`src/rtl/r_type_pkg.sv`:
```
// Shared types and encodings for the R-type control unit and its decoder.
package r_type_pkg;

  // Control FSM states, one per phase of the multi-cycle instruction flow
  typedef enum logic [2:0] {
    S_IDLE   = 3'd0,
    S_FETCH  = 3'd1,
    S_DECODE = 3'd2,
    S_EXEC   = 3'd3,
    S_WB     = 3'd4,
    S_HALT   = 3'd5
  } state_t;

  // ALU operation codes seen by the datapath
  localparam logic [2:0] ALU_AND  = 3'b000;
  localparam logic [2:0] ALU_OR   = 3'b001;
  localparam logic [2:0] ALU_XOR  = 3'b010;
  localparam logic [2:0] ALU_NOR  = 3'b011;
  localparam logic [2:0] ALU_ADD  = 3'b100;
  localparam logic [2:0] ALU_SUB  = 3'b101;
  localparam logic [2:0] ALU_SLT  = 3'b110;
  localparam logic [2:0] ALU_SLLV = 3'b111;

  // Supported funct field values (op == 0 only)
  localparam logic [5:0] FN_AND  = 6'h24;
  localparam logic [5:0] FN_OR   = 6'h25;
  localparam logic [5:0] FN_XOR  = 6'h26;
  localparam logic [5:0] FN_NOR  = 6'h27;
  localparam logic [5:0] FN_ADD  = 6'h20;
  localparam logic [5:0] FN_SUB  = 6'h22;
  localparam logic [5:0] FN_SLT  = 6'h2A;
  localparam logic [5:0] FN_SLLV = 6'h04;

  localparam logic [5:0]  OP_RTYPE  = 6'h00;
  localparam logic [31:0] HALT_INST = 32'hFFFF_FFFF;

  // Map a funct field to {legal, alu_op}; unknown functs come back as {0, AND}
  function automatic logic [3:0] funct_to_aluop(input logic [5:0] funct);
    logic [3:0] res;
    case (funct)
      FN_AND:  res = {1'b1, ALU_AND};
      FN_OR:   res = {1'b1, ALU_OR};
      FN_XOR:  res = {1'b1, ALU_XOR};
      FN_NOR:  res = {1'b1, ALU_NOR};
      FN_ADD:  res = {1'b1, ALU_ADD};
      FN_SUB:  res = {1'b1, ALU_SUB};
      FN_SLT:  res = {1'b1, ALU_SLT};
      FN_SLLV: res = {1'b1, ALU_SLLV};
      default: res = {1'b0, ALU_AND};
    endcase
    return res;
  endfunction

endpackage

```
`src/rtl/r_type_decode.sv`:
```
// Combinational instruction decode: ALU operation, legality and HALT detection.
module r_type_decode
  import r_type_pkg::*;
(
  input  logic [31:0] inst,
  output logic [2:0]  alu_op,
  output logic        legal,
  output logic        halt
);

  logic [3:0] lookup;

  // Illegal encodings report ALU_AND so a discarded op never carries stray bits
  always_comb begin
    lookup = funct_to_aluop(inst[5:0]);
    halt   = (inst == HALT_INST);
    legal  = (inst[31:26] == OP_RTYPE) && lookup[3];
    alu_op = legal ? lookup[2:0] : ALU_AND;
  end

endmodule

```
`src/rtl/r_type_ctrl.sv`:
```
// Multi-cycle R-type control unit: FETCH/DECODE/EXEC/WB sequencing, pc,
// instruction register, retired-instruction counter and sticky status flags.
module r_type_ctrl
  import r_type_pkg::*;
#(
  parameter int              PC_W     = 6,
  parameter logic [PC_W-1:0] RESET_PC = '0
) (
  input  logic            clk,
  input  logic            rst,
  input  logic            run,
  input  logic [31:0]     inst,
  output logic [PC_W-1:0] pc,
  output logic [4:0]      rs_addr,
  output logic [4:0]      rt_addr,
  output logic [4:0]      rd_addr,
  output logic [2:0]      alu_op,
  output logic            rf_we,
  output logic            flag_we,
  output logic            illegal,
  output logic            halted,
  output logic [15:0]     instret
);

  localparam logic [PC_W-1:0] PC_ONE = PC_W'(1);

  // Only the register-address fields of IR are needed after DECODE; the
  // op/funct information lives on in the latched decode bits.
  state_t          state_q, state_d;
  logic [PC_W-1:0] pc_q, pc_d;
  logic [14:0]     ir_q, ir_d;
  logic [2:0]      alu_op_q, alu_op_d;
  logic            legal_q, legal_d;
  logic            illegal_q, illegal_d;
  logic [15:0]     instret_q, instret_d;

  logic [2:0]      dec_alu_op;
  logic            dec_legal;
  logic            dec_halt;

  r_type_decode u_decode (
    .inst   (inst),
    .alu_op (dec_alu_op),
    .legal  (dec_legal),
    .halt   (dec_halt)
  );

  // State register and datapath-control flops; reset discards any in-flight instruction
  always_ff @(posedge clk or negedge rst) begin
    if (!rst) begin
      state_q   <= S_IDLE;
      pc_q      <= RESET_PC;
      ir_q      <= '0;
      alu_op_q  <= ALU_AND;
      legal_q   <= 1'b0;
      illegal_q <= 1'b0;
      instret_q <= '0;
    end else begin
      state_q   <= state_d;
      pc_q      <= pc_d;
      ir_q      <= ir_d;
      alu_op_q  <= alu_op_d;
      legal_q   <= legal_d;
      illegal_q <= illegal_d;
      instret_q <= instret_d;
    end
  end

  // Next-state logic; pc and instret only move on the edge leaving WB
  always_comb begin
    state_d   = state_q;
    pc_d      = pc_q;
    ir_d      = ir_q;
    alu_op_d  = alu_op_q;
    legal_d   = legal_q;
    illegal_d = illegal_q;
    instret_d = instret_q;
    case (state_q)
      S_IDLE: begin
        if (run) state_d = S_FETCH;
      end
      S_FETCH: begin
        state_d = S_DECODE;
      end
      S_DECODE: begin
        ir_d     = inst[25:11];
        alu_op_d = dec_alu_op;
        legal_d  = dec_legal;
        state_d  = dec_halt ? S_HALT : S_EXEC;
      end
      S_EXEC: begin
        state_d = S_WB;
      end
      S_WB: begin
        if (!legal_q) illegal_d = 1'b1;
        pc_d      = pc_q + PC_ONE;
        instret_d = instret_q + 16'd1;
        state_d   = run ? S_FETCH : S_IDLE;
      end
      S_HALT: begin
        state_d = S_HALT;
      end
      default: begin
        state_d = S_IDLE;
      end
    endcase
  end

  // Moore outputs: derived only from flops so the write enables cannot glitch
  always_comb begin
    pc      = pc_q;
    rs_addr = ir_q[14:10];
    rt_addr = ir_q[9:5];
    rd_addr = ir_q[4:0];
    alu_op  = alu_op_q;
    flag_we = (state_q == S_WB) && legal_q;
    rf_we   = (state_q == S_WB) && legal_q && (ir_q[4:0] != 5'd0);
    illegal = illegal_q;
    halted  = (state_q == S_HALT);
    instret = instret_q;
  end

endmodule

```
`config.mk`:
```
export PLATFORM = sky130hd
export DESIGN_NAME = r_type_ctrl
export DESIGN_NICKNAME = d
export VERILOG_FILES = /design/src/rtl/r_type_pkg.sv /design/src/rtl/r_type_decode.sv /design/src/rtl/r_type_ctrl.sv
export SDC_FILE = /design/constraint.sdc
export NUM_CORES = 1
export LEC_CHECK = 0
export ABC_AREA = 1
export BUFFER_PORTS_ARGS = -buffer_cell sky130_fd_sc_hd__buf_2
export CORE_MARGIN = 4
export CORE_UTILIZATION = 45
export CTS_CLUSTER_SIZE = 8
export DETAILED_ROUTE_END_ITERATION = 10
export GPL_TIMING_DRIVEN = 0
export PLACE_DENSITY = 0.73
export SLEW_MARGIN = 5
export SYNTH_ARGS = -nofsm -noshare
export SYNTH_HDL_FRONTEND = slang
export SYNTH_SLANG_ARGS = --single-unit
export TNS_END_PERCENT = 10
```
`constraint.sdc`:
```
create_clock -name clk -period 1.47 [get_ports clk]
set_input_delay 0 -clock clk [delete_from_list [all_inputs] [get_ports clk]]
set_output_delay 0 -clock clk [all_outputs]
set_load 0.02 [all_outputs]
```
Yosys cells after proc, flatten, opt, wreduce, memory -nomap -nowiden
Cells that the tools add are included.
W data, S select, Z words.
{"block": "word_totals", "ff_bits": 45, "word_cells": 38}
{"block": "op_classes", "n_eq_ne": 15, "bitwise_logic": 1, "muxes": 6, "n_addsub": 2, "reduce_logical": 7}
{"operator": "$eq A6 B6 Y1 const B", "n": 7}
{"operator": "$eq A32 B32 Y1 const B", "n": 1}
{"operator": "$pmux W4 S8", "n": 1}
{"operator": "$pmux W3 S6", "n": 1}
{"operator": "$add A16 B1 Y16 const B", "n": 1}
{"operator": "$mux W3", "n": 3}
{"operator": "$add A6 B1 Y6 const B", "n": 1}
{"operator": "$eq A3 B2 Y1 const B", "n": 2}
{"operator": "$eq A3 B3 Y1 const B", "n": 2}
{"operator": "$eq A6 B3 Y1 const B", "n": 1}
{"operator": "$logic_not A6 Y1", "n": 1}
{"operator": "$reduce_bool A5 Y1", "n": 1}
{"operator": "$eq A3 B1 Y1 const B", "n": 1}
{"operator": "$logic_and A1 B1 Y1", "n": 3}
{"operator": "$logic_not A3 Y1", "n": 1}
{"operator": "$ne A2 B2 Y1 const B", "n": 1}
{"operator": "$reduce_and A2 Y1", "n": 1}
{"operator": "$mux W1", "n": 1}
{"operator": "$not A1 Y1", "n": 1}

Depth between registers and ports, before layout
Gate-level depths: netlist of run 1.
{"block": "depth", "depth_word": 4, "depth_mapped": 9, "ltp_nobuf": 8}

Hierarchy
From an unflattened synthesis of run 1, not the netlist that was laid out.
{"block": "unflattened", "cells_unflattened": 277, "hier_area_um2": 2302.2}
{"module": "r_type_ctrl", "seq_area_each_um2": 1126.1, "instances": 1, "cells_per_inst": 223, "area_per_inst_um2": 2033.2}
{"module": "r_type_decode", "seq_area_each_um2": 0.0, "instances": 1, "cells_per_inst": 54, "area_per_inst_um2": 269.0}

Least setup slack after synthesis of run 1
OpenSTA, ideal clock, no wires.
{"block": "synth_timing", "kind": "register to output", "from": "register state_q[1]", "to": "output port rf_we", "required_time_ns": 1.470, "arrival_ns": 1.565, "setup_slack_ns": -0.095, "path_stages_with_launch": 6, "path_cell_list": "dfrtp_1 buf_6 nor2_4 nand2_4 nor2_1 a21boi_0"}
{"block": "synth_between", "elab_chain_len": 3}
{"item": "from (decl)", "line": "r_type_ctrl.sv:29", "source": "state_t state_q, state_d;"}
{"item": "from (signal assigned)", "line": "r_type_ctrl.sv:59", "source": "state_q <= state_d;"}
{"item": "$eq A3 B3 Y1"}
{"item": "$logic_and A1 B1 Y1"}
{"item": "named net flag_we", "line": "r_type_ctrl.sv:19", "source": "output logic flag_we,"}
{"item": "$logic_and A1 B1 Y1", "line": "r_type_ctrl.sv:117", "source": "rf_we = (state_q == S_WB) && legal_q && (ir_q[4:0] != 5'd0);"}
{"item": "to (decl)", "line": "r_type_ctrl.sv:18", "source": "output logic rf_we,"}
The timed path passes the listed nets, and every way through them passes these cells.

Final worst setup path of run 1
{"block": "layout_timing", "from": "register state_q[1]", "to": "output port rf_we"}
{"block": "layout_between", "elab_chain_len": 3}
{"item": "$eq A3 B3 Y1", "line": "r_type_ctrl.sv:117"}
{"item": "$logic_and A1 B1 Y1 (2 in a row)", "line": "r_type_ctrl.sv:117"}
Every way passes these cells.

==> results of run 1 <==
-- per-layer routing --
metal	track usage [%]	vias to the layer above	wire length [um]
met1	21.9	982	2350
met5	0	-	0
met2	31.1	67	2650
met3	5.87	8	367
met4	5.57	0	90
li1	-	1095	-
-- cells by family after synthesis --
| kind of cell | synth area share, % |
|---|---|
| adder cells (fa/ha/maj) | 1.08 |
| AND/OR/NAND/NOR | 33.7 |
| flip-flops | 48.6 |
| buffers and inverters | 6.43 |
| AO/OA/AOI/OAI | 3.78 |
| XOR/XNOR | 6.37 |
-- where the power goes --
part	switching, mW	internal (mW)	total (mW)
clock	0.429	0.328	0.757
combinational	1.13	0.642	1.77
sequential	0.312	1.59	1.90
-- per-stage QoR --
stage	area [sq um]	utilization [%]	hold slack (ns)	instances
6_report	3080	63.6	0.0276	458
5_1_grt	3080	63.6	0.0558	458
4_1_cts	3070	63.4	0.0283	458
3_5_place_dp	2790	57.6	0.222	433
3_3_place_gp	2790	57.6	0.210	433
2_1_floorplan	2320	-	-0.296	288
-- layout make-up --
type	instances	area (sq um)	area share, %
plain buffers	4	28.8	0.933
clock buffers	5	68.8	2.23
clock inverters	3	17.5	0.568
inverters	32	120	3.90
multi-input cells	207	1060	34.4
flip-flops and latches	45	1130	36.5
well taps	67	83.8	2.72
repair buffers	95	577	18.7
-- placed cells by master (no fill, tap or decap), types with 6 or more instances in the layout --
cell and count:
sky130_fd_sc_hd__inv_1 30, sky130_fd_sc_hd__xor2_1 9, sky130_fd_sc_hd__o21ai_0 9, sky130_fd_sc_hd__nor2_1 28, sky130_fd_sc_hd__dlygate4sd3_1 16, sky130_fd_sc_hd__buf_2 79
sky130_fd_sc_hd__xnor2_1 6, sky130_fd_sc_hd__nor3_1 10, sky130_fd_sc_hd__nand3_1 16, sky130_fd_sc_hd__nand2_1 102, sky130_fd_sc_hd__dfrtp_1 45
-- flip-flops by register name, indices dropped and copies added (netlist names) --
name and count:
ir_q 15, illegal 1, alu_op 3, state_q 3
instret 16, legal_q 1, pc 6
-- synth_stat cells (all sizes together) --
cell | count | share of area [%]
o211ai | 1 | 0.32
inv | 32 | 5.2
nand2 | 105 | 18
xor2 | 10 | 4.1
nor3 | 11 | 2.6
nor2 | 37 | 8.1
a211oi | 1 | 0.32
ha | 2 | 1.1
a21boi | 1 | 0.32
o21bai | 1 | 0.32
nand4 | 4 | 1.1
o21ai | 10 | 2.2
xnor2 | 6 | 2.3
buf | 4 | 1.2
dfrtp | 45 | 49
a21o | 1 | 0.32
nand3 | 17 | 4.2
-- worst min-delay path, cell delays in order --
cell and delay (ns):
sky130_fd_sc_hd__buf_2 0.10, sky130_fd_sc_hd__nor3_1 0.12, sky130_fd_sc_hd__a211oi_1 0.06
-- how the worst min path moves through the flow --
stage | endpoint | depth (start not counted) | slack, ns | start
final | state_q[0] | 3 | 0.03 | run
after floorplan | alu_op[0] | 0 | -0.30 | rst
after CTS | state_q[0] | 3 | 0.03 | run
after detailed placement | ir_q[0] | 3 | 0.22 | inst[11]
after global placement | ir_q[0] | 3 | 0.21 | inst[11]
after global routing | state_q[0] | 3 | 0.06 | run
-- timing repair --
action / in CTS / in global routing
endpoints found under the setup margin: 1 / 2
resized for setup: 4 / 2
hold buffers: 16 / 0
pin swaps: 0 / 0
endpoints found under the hold margin: 60 / 0
setup buffers: 1 / 0
==> metrics.log, run 1 <==
INFO  metric clkSlewWorstSetupHoldPaths = 0.08 ns
INFO  metric worstSetupPathDepth = 6
INFO  metric worst_slew_pin_slew = 1.03 ns
INFO  metric synth.yosys.seq_area_share = 48.6%
INFO  metric post_synthesis_register_bit_count = 45
INFO  metric grt_pass1_vias = 2059
INFO  metric grt_max_degree = 46
INFO  metric status = complete, no violations
INFO  metric startpoint = state_q[1]
INFO  metric worst_path_dominant_cell_family = flip-flops
INFO  metric tritoncts.num_buffers = 5
INFO  metric worstPathCellList = buf_6, nor2_4, nand2_4, nor2_4, a21boi_4, buf_6
INFO  metric route.detailed.vias_per_inst = 4.70
INFO  metric power.static_leakage = 1.73 nW
INFO  metric grt_first_pass_wirelength = 9000 um
INFO  metric gp_routability_congestion = 0.769
INFO  metric critical_path.startpoint_type = flop
INFO  metric die_width = 79.8 um
INFO  metric setup_total_negative_slack = 0 ns
INFO  metric power.density = 1440 nW/um^2
INFO  metric post_drt_wl_per_cell = 11.9 um
INFO  metric path_max_fanout = 7
INFO  metric rr_worst_depth = 10
INFO  metric fp.dieH = 79.8 um
INFO  metric critical_path.n_buffers_inverters = 2
INFO  metric site_rows = 25
INFO  metric cell_area_after_synthesis = 2320 sq um
INFO  metric final-max-slew-violation-count = 0
INFO  metric max-slew-margin-rel = 31.5%
INFO  metric drv_cap = 0
INFO  metric timing.rr.end = instret[11]
INFO  metric power.total = 4.43 mW
INFO  metric routed_wl = 5460 um
INFO  metric cp_slowest_stage_delay = 0.38 ns
INFO  metric fillers = 412
INFO  metric fmaxAchievable = 0.707 GHz
INFO  metric antenna_left = 0
INFO  metric layout_worst_path_cycle_share = 96.2%
INFO  metric effective_utilization_at_floorplan = 47.8%
INFO  metric min-delay-path-class = input pin to flop
INFO  metric layout_setup_ws = 0.0559 ns
INFO  metric n_antenna_cell = 0
INFO  metric gr-usage-all-layers = 18.2%
INFO  metric hold_viol = 0
INFO  metric grt_antenna_before_repair = 0
INFO  metric cp.arrival = 1.41 ns
INFO  metric layout-area-overhead-vs-synth = 33.0%
INFO  metric via_count = 2152
INFO  metric critPathKind = flop to output pin
INFO  metric fp.dieArea = 6360 sq um
INFO  metric ff2ff_setup_slack = 0.07 ns
INFO  metric cp-end-kind = output pin
INFO  metric portBuffers = 78
INFO  metric rsz_0062_raised_after_global_routing = true
INFO  metric htree_levels = 2
INFO  metric worstPathRequired = 1.47 ns
INFO  metric yosys_warnings = 0
INFO  metric dp_hpwl = 3910 um
INFO  metric place_ws = 0.165 ns
INFO  metric layout-drive-gt1-share = 27.9%
INFO  metric critical_path.slowest_cell = sky130_fd_sc_hd__dfrtp_1
INFO  metric regToRegStartpoint = state_q[1]
INFO  metric clkLatencyLatePin = 0.30 ns
INFO  metric clock_path_buffers = 2
INFO  metric synthCells = 288
INFO  metric dr.pass1.iters = 4
INFO  metric total_overflow_reported_by_the_global_router = 0
INFO  metric timing.clock.skew = 0.00860 ns
INFO  metric fp.coreArea = 4850 sq um
INFO  metric post-route-min-period = 1.41 ns
INFO  metric syn_nets = 325
INFO  metric setup-violations-final = 0
INFO  metric clock_tree.root_cell = sky130_fd_sc_hd__clkbuf_8
INFO  metric timing.critical_path.to = rf_we
INFO  metric boundaryPins = 79
INFO  metric post_synth_num_cell_types = 29
INFO  metric cts_tree = built
INFO  metric max-vdd-ir-drop = 0.969 mV
INFO  metric finalNetCount = 427
INFO  metric synth.avg_cell_area = 8.05 sq um
INFO  metric initialDrtViolationCount = 68
INFO  metric drc = 0
INFO  metric clkSinkCount = 45
Note: power is estimated with default switching activity, not from simulation.
==> run 2: changes to the inputs <==
PLACE_DENSITY = 0.76   (was 0.73)
clock period = 1.18 ns   (was 1.47 ns; I/O delays follow)
==> run 2 against run 1 <==
  * The run now ends with hold timing, setup timing left
  * Power rose by 28%
  * Utilization rose by 1.9 points
  * Clock skew fell by 0.0035 ns
  * Final cell count rose by 1.3%
  * Critical path type is now flop to flop
  * Largest power group unchanged
==> metrics.log, run 2 (synthesis results as in run 1) <==
INFO  metric status = finished with violations
INFO  metric layout_utilization = 65.5% (+1.9 points)
INFO  metric layout_worst_path_cycle_share = 115%
INFO  metric numPlacedInstances = 433 (unchanged)
INFO  metric fp.coreArea = 4850 sq um (unchanged)
INFO  metric worstPathRequired = 1.37 ns (-0.10 ns)
INFO  metric post_drt_wl_per_cell = 12.3 um (+3.2%)
INFO  metric grt_max_degree = 46 (unchanged)
INFO  metric initialDrtViolationCount = 93 (+37%)
INFO  metric routed_wl = 5710 um (+4.5%)
INFO  metric critPathKind = flop to flop
INFO  metric fp.dieH = 79.8 um (unchanged)
INFO  metric power.density = 1780 nW/um^2 (+24%)
INFO  metric clkLatencyLatePin = 0.30 ns (about the same)
INFO  metric setup-violations-final = 20 (+20)
INFO  metric cp-end-kind = flop
INFO  metric fp.dieArea = 6360 sq um (unchanged)
INFO  metric effective_utilization_at_floorplan = 47.8% (unchanged)
INFO  metric holdWs = -0.127 ns (-0.155 ns)
INFO  metric mostFrequentLayoutCell = sky130_fd_sc_hd__nand2_1
INFO  metric clkSlewWorstSetupHoldPaths = 0.09 ns (about the same)
INFO  metric portBuffers = 78 (unchanged)
INFO  metric cp.arrival = 1.55 ns (+0.14 ns)
INFO  metric path_max_fanout = 4 (-3)
INFO  metric gr-usage-all-layers = 18.9% (+0.73 points)
INFO  metric finalNetCount = 433 (+1.4%)
INFO  metric fmaxAchievable = 0.735 GHz
INFO  metric die_width = 79.8 um (unchanged)
INFO  metric final_cell_mix = 97 x sky130_fd_sc_hd__nand2_1, 76 x sky130_fd_sc_hd__buf_2, 37 x sky130_fd_sc_hd__dfrtp_1
INFO  metric final-max-slew-violation-count = 0 (unchanged)
INFO  metric route.detailed.vias_per_inst = 4.78 (+1.7%)
INFO  metric timing.clock.skew = 0.00514 ns (-0.00346 ns)
INFO  metric worst_slew_pin_slew = 1.00 ns (-0.0244 ns)
INFO  metric clkSinkCount = 45 (unchanged)
INFO  metric clock_path_buffers = 2 (unchanged)
INFO  metric boundaryPins = 79 (unchanged)
INFO  metric n_antenna_cell = 0 (unchanged)
INFO  metric layout-area-overhead-vs-synth = 37.0%
INFO  metric htree_levels = 2 (unchanged)
INFO  metric place_ws = -0.119 ns (-0.284 ns)
INFO  metric total_overflow_reported_by_the_global_router = 0 (unchanged)
INFO  metric grt_pass1_vias = 2150 (+4.4%)
INFO  metric layout_setup_ws = -0.180 ns (-0.236 ns)
INFO  metric layout-drive-gt1-share = 33.8% (+5.9 points)
INFO  metric grt_antenna_before_repair = 0 (unchanged)
INFO  metric hold_viol = 45 (+45)
INFO  metric largest_register_ffs = 16 (unchanged)
INFO  metric via_count = 2218 (+3.1%)
INFO  metric placedInstanceArea = 2810 sq um (+0.63%)
INFO  metric dr.pass1.iters = 4 (unchanged)
INFO  metric failed_checks = hold timing, setup timing
INFO  metric max-vdd-ir-drop = 1.08 mV (+12%)
INFO  metric site_rows = 25 (unchanged)
INFO  metric post-route-min-period = 1.36 ns
INFO  metric setup_total_negative_slack = -1.41 ns (-1.41 ns)
INFO  metric min-delay-path-class = input pin to asynchronous set/reset pin
INFO  metric critical_path.startpoint_type = flop
INFO  metric final_design_instance_area_without_fill = 3180 sq um (+3.0%)
INFO  metric drv_cap = 0 (unchanged)
INFO  metric clock_tree.root_cell = sky130_fd_sc_hd__clkbuf_8
INFO  metric final_cell_count_no_fill = 464 (+1.3%)
INFO  metric cts_tree = built
INFO  metric drc = 0 (unchanged)
INFO  metric holdBufCountCts = 15 (-1)
INFO  metric max-slew-margin-rel = 33.1% (+1.6 points)
INFO  metric grt_first_pass_wirelength = 9580 um (+6.4%)
INFO  metric dp_hpwl = 4060 um (+3.9%)
INFO  metric antenna_left = 0 (unchanged)
INFO  metric tritoncts.num_buffers = 5 (unchanged)
INFO  metric gp_routability_congestion = 0.813 (+5.7%)
INFO  metric power.static_leakage = 1.76 nW (+1.7%)
INFO  metric rsz_0062_raised_after_global_routing = true
-- run 2: power breakdown --
group	switching [mW]	total, mW	internal, mW
clock network	0.520	0.931	0.411
logic	1.46	2.34	0.876
registers	0.388	2.38	2.00
total	2.37	5.65	3.28
-- run 2: timing repair --
action | in CTS | in global routing
pin swaps | 7 | 6
setup buffers | 5 | 4
setup endpoints to repair | 37 | 39
endpoints found under the hold margin | 60 | 45
cloned | 0 | 0
gates resized for setup | 14 | 13
-- run 2: area by class of cell --
| cell class | count | area (sq um) |
|---|---|---|
| Tap cell | 67 | 83.8 |
| Multi-Input combinational cell | 207 | 1100 |
| Clock buffer | 6 | 72.6 |
| Inverter | 32 | 125 |
| Sequential cell | 45 | 1140 |
| Timing Repair Buffer | 102 | 627 |
| Fill cell | 426 | 1670 |
| Clock inverter | 2 | 10.0 |
| Buffer | 3 | 23.8 |
-- run 2: through the flow --
| stage | power, mW | hold slack, ns |
|---|---|---|
| after floorplan | 3.77 | -0.296 |
| after global placement | 4.47 | 0.211 |
| after detailed placement | 4.53 | 0.222 |
| after CTS | 5.63 | -0.0926 |
| after global routing | 6.05 | -0.0448 |
| final | 5.65 | -0.127 |
-- run 2: path summary, 6_finish.rpt --
path / startpoint / to / slack (ns) / cells after the start
min in group clk: run / state_q[0] / 0.02 / 3
max in group asynchronous: rst / instret[2] / 0.63 / 1
min reg2reg: legal_q / illegal / 0.45 / 1
max: state_q[1] / instret[11] / -0.18 / 9
max reg2reg: state_q[1] / instret[11] / -0.18 / 9
min: rst / ir_q[2] / -0.13 / 1
-- run 2: worst max-delay path, stage by stage (launching register included) --
cell	delay [ns]
sky130_fd_sc_hd__dfrtp_1	0.41
sky130_fd_sc_hd__nor2_4	0.14
sky130_fd_sc_hd__nand2_4	0.08
sky130_fd_sc_hd__buf_6	0.14
sky130_fd_sc_hd__nor2_4	0.13
sky130_fd_sc_hd__nand2_4	0.08
sky130_fd_sc_hd__nor2_8	0.13
sky130_fd_sc_hd__nand2_2	0.05
sky130_fd_sc_hd__nand2_1	0.05
sky130_fd_sc_hd__nand2_1	0.04
-- run 2: layer usage --
metal	vias up	track usage [%]	routed length [um]
li1	1110	-	-
met1	1021	22.8	2310
met2	73	32.7	2850
met3	14	5.19	441
met4	0	6.08	108
met5	-	0	0
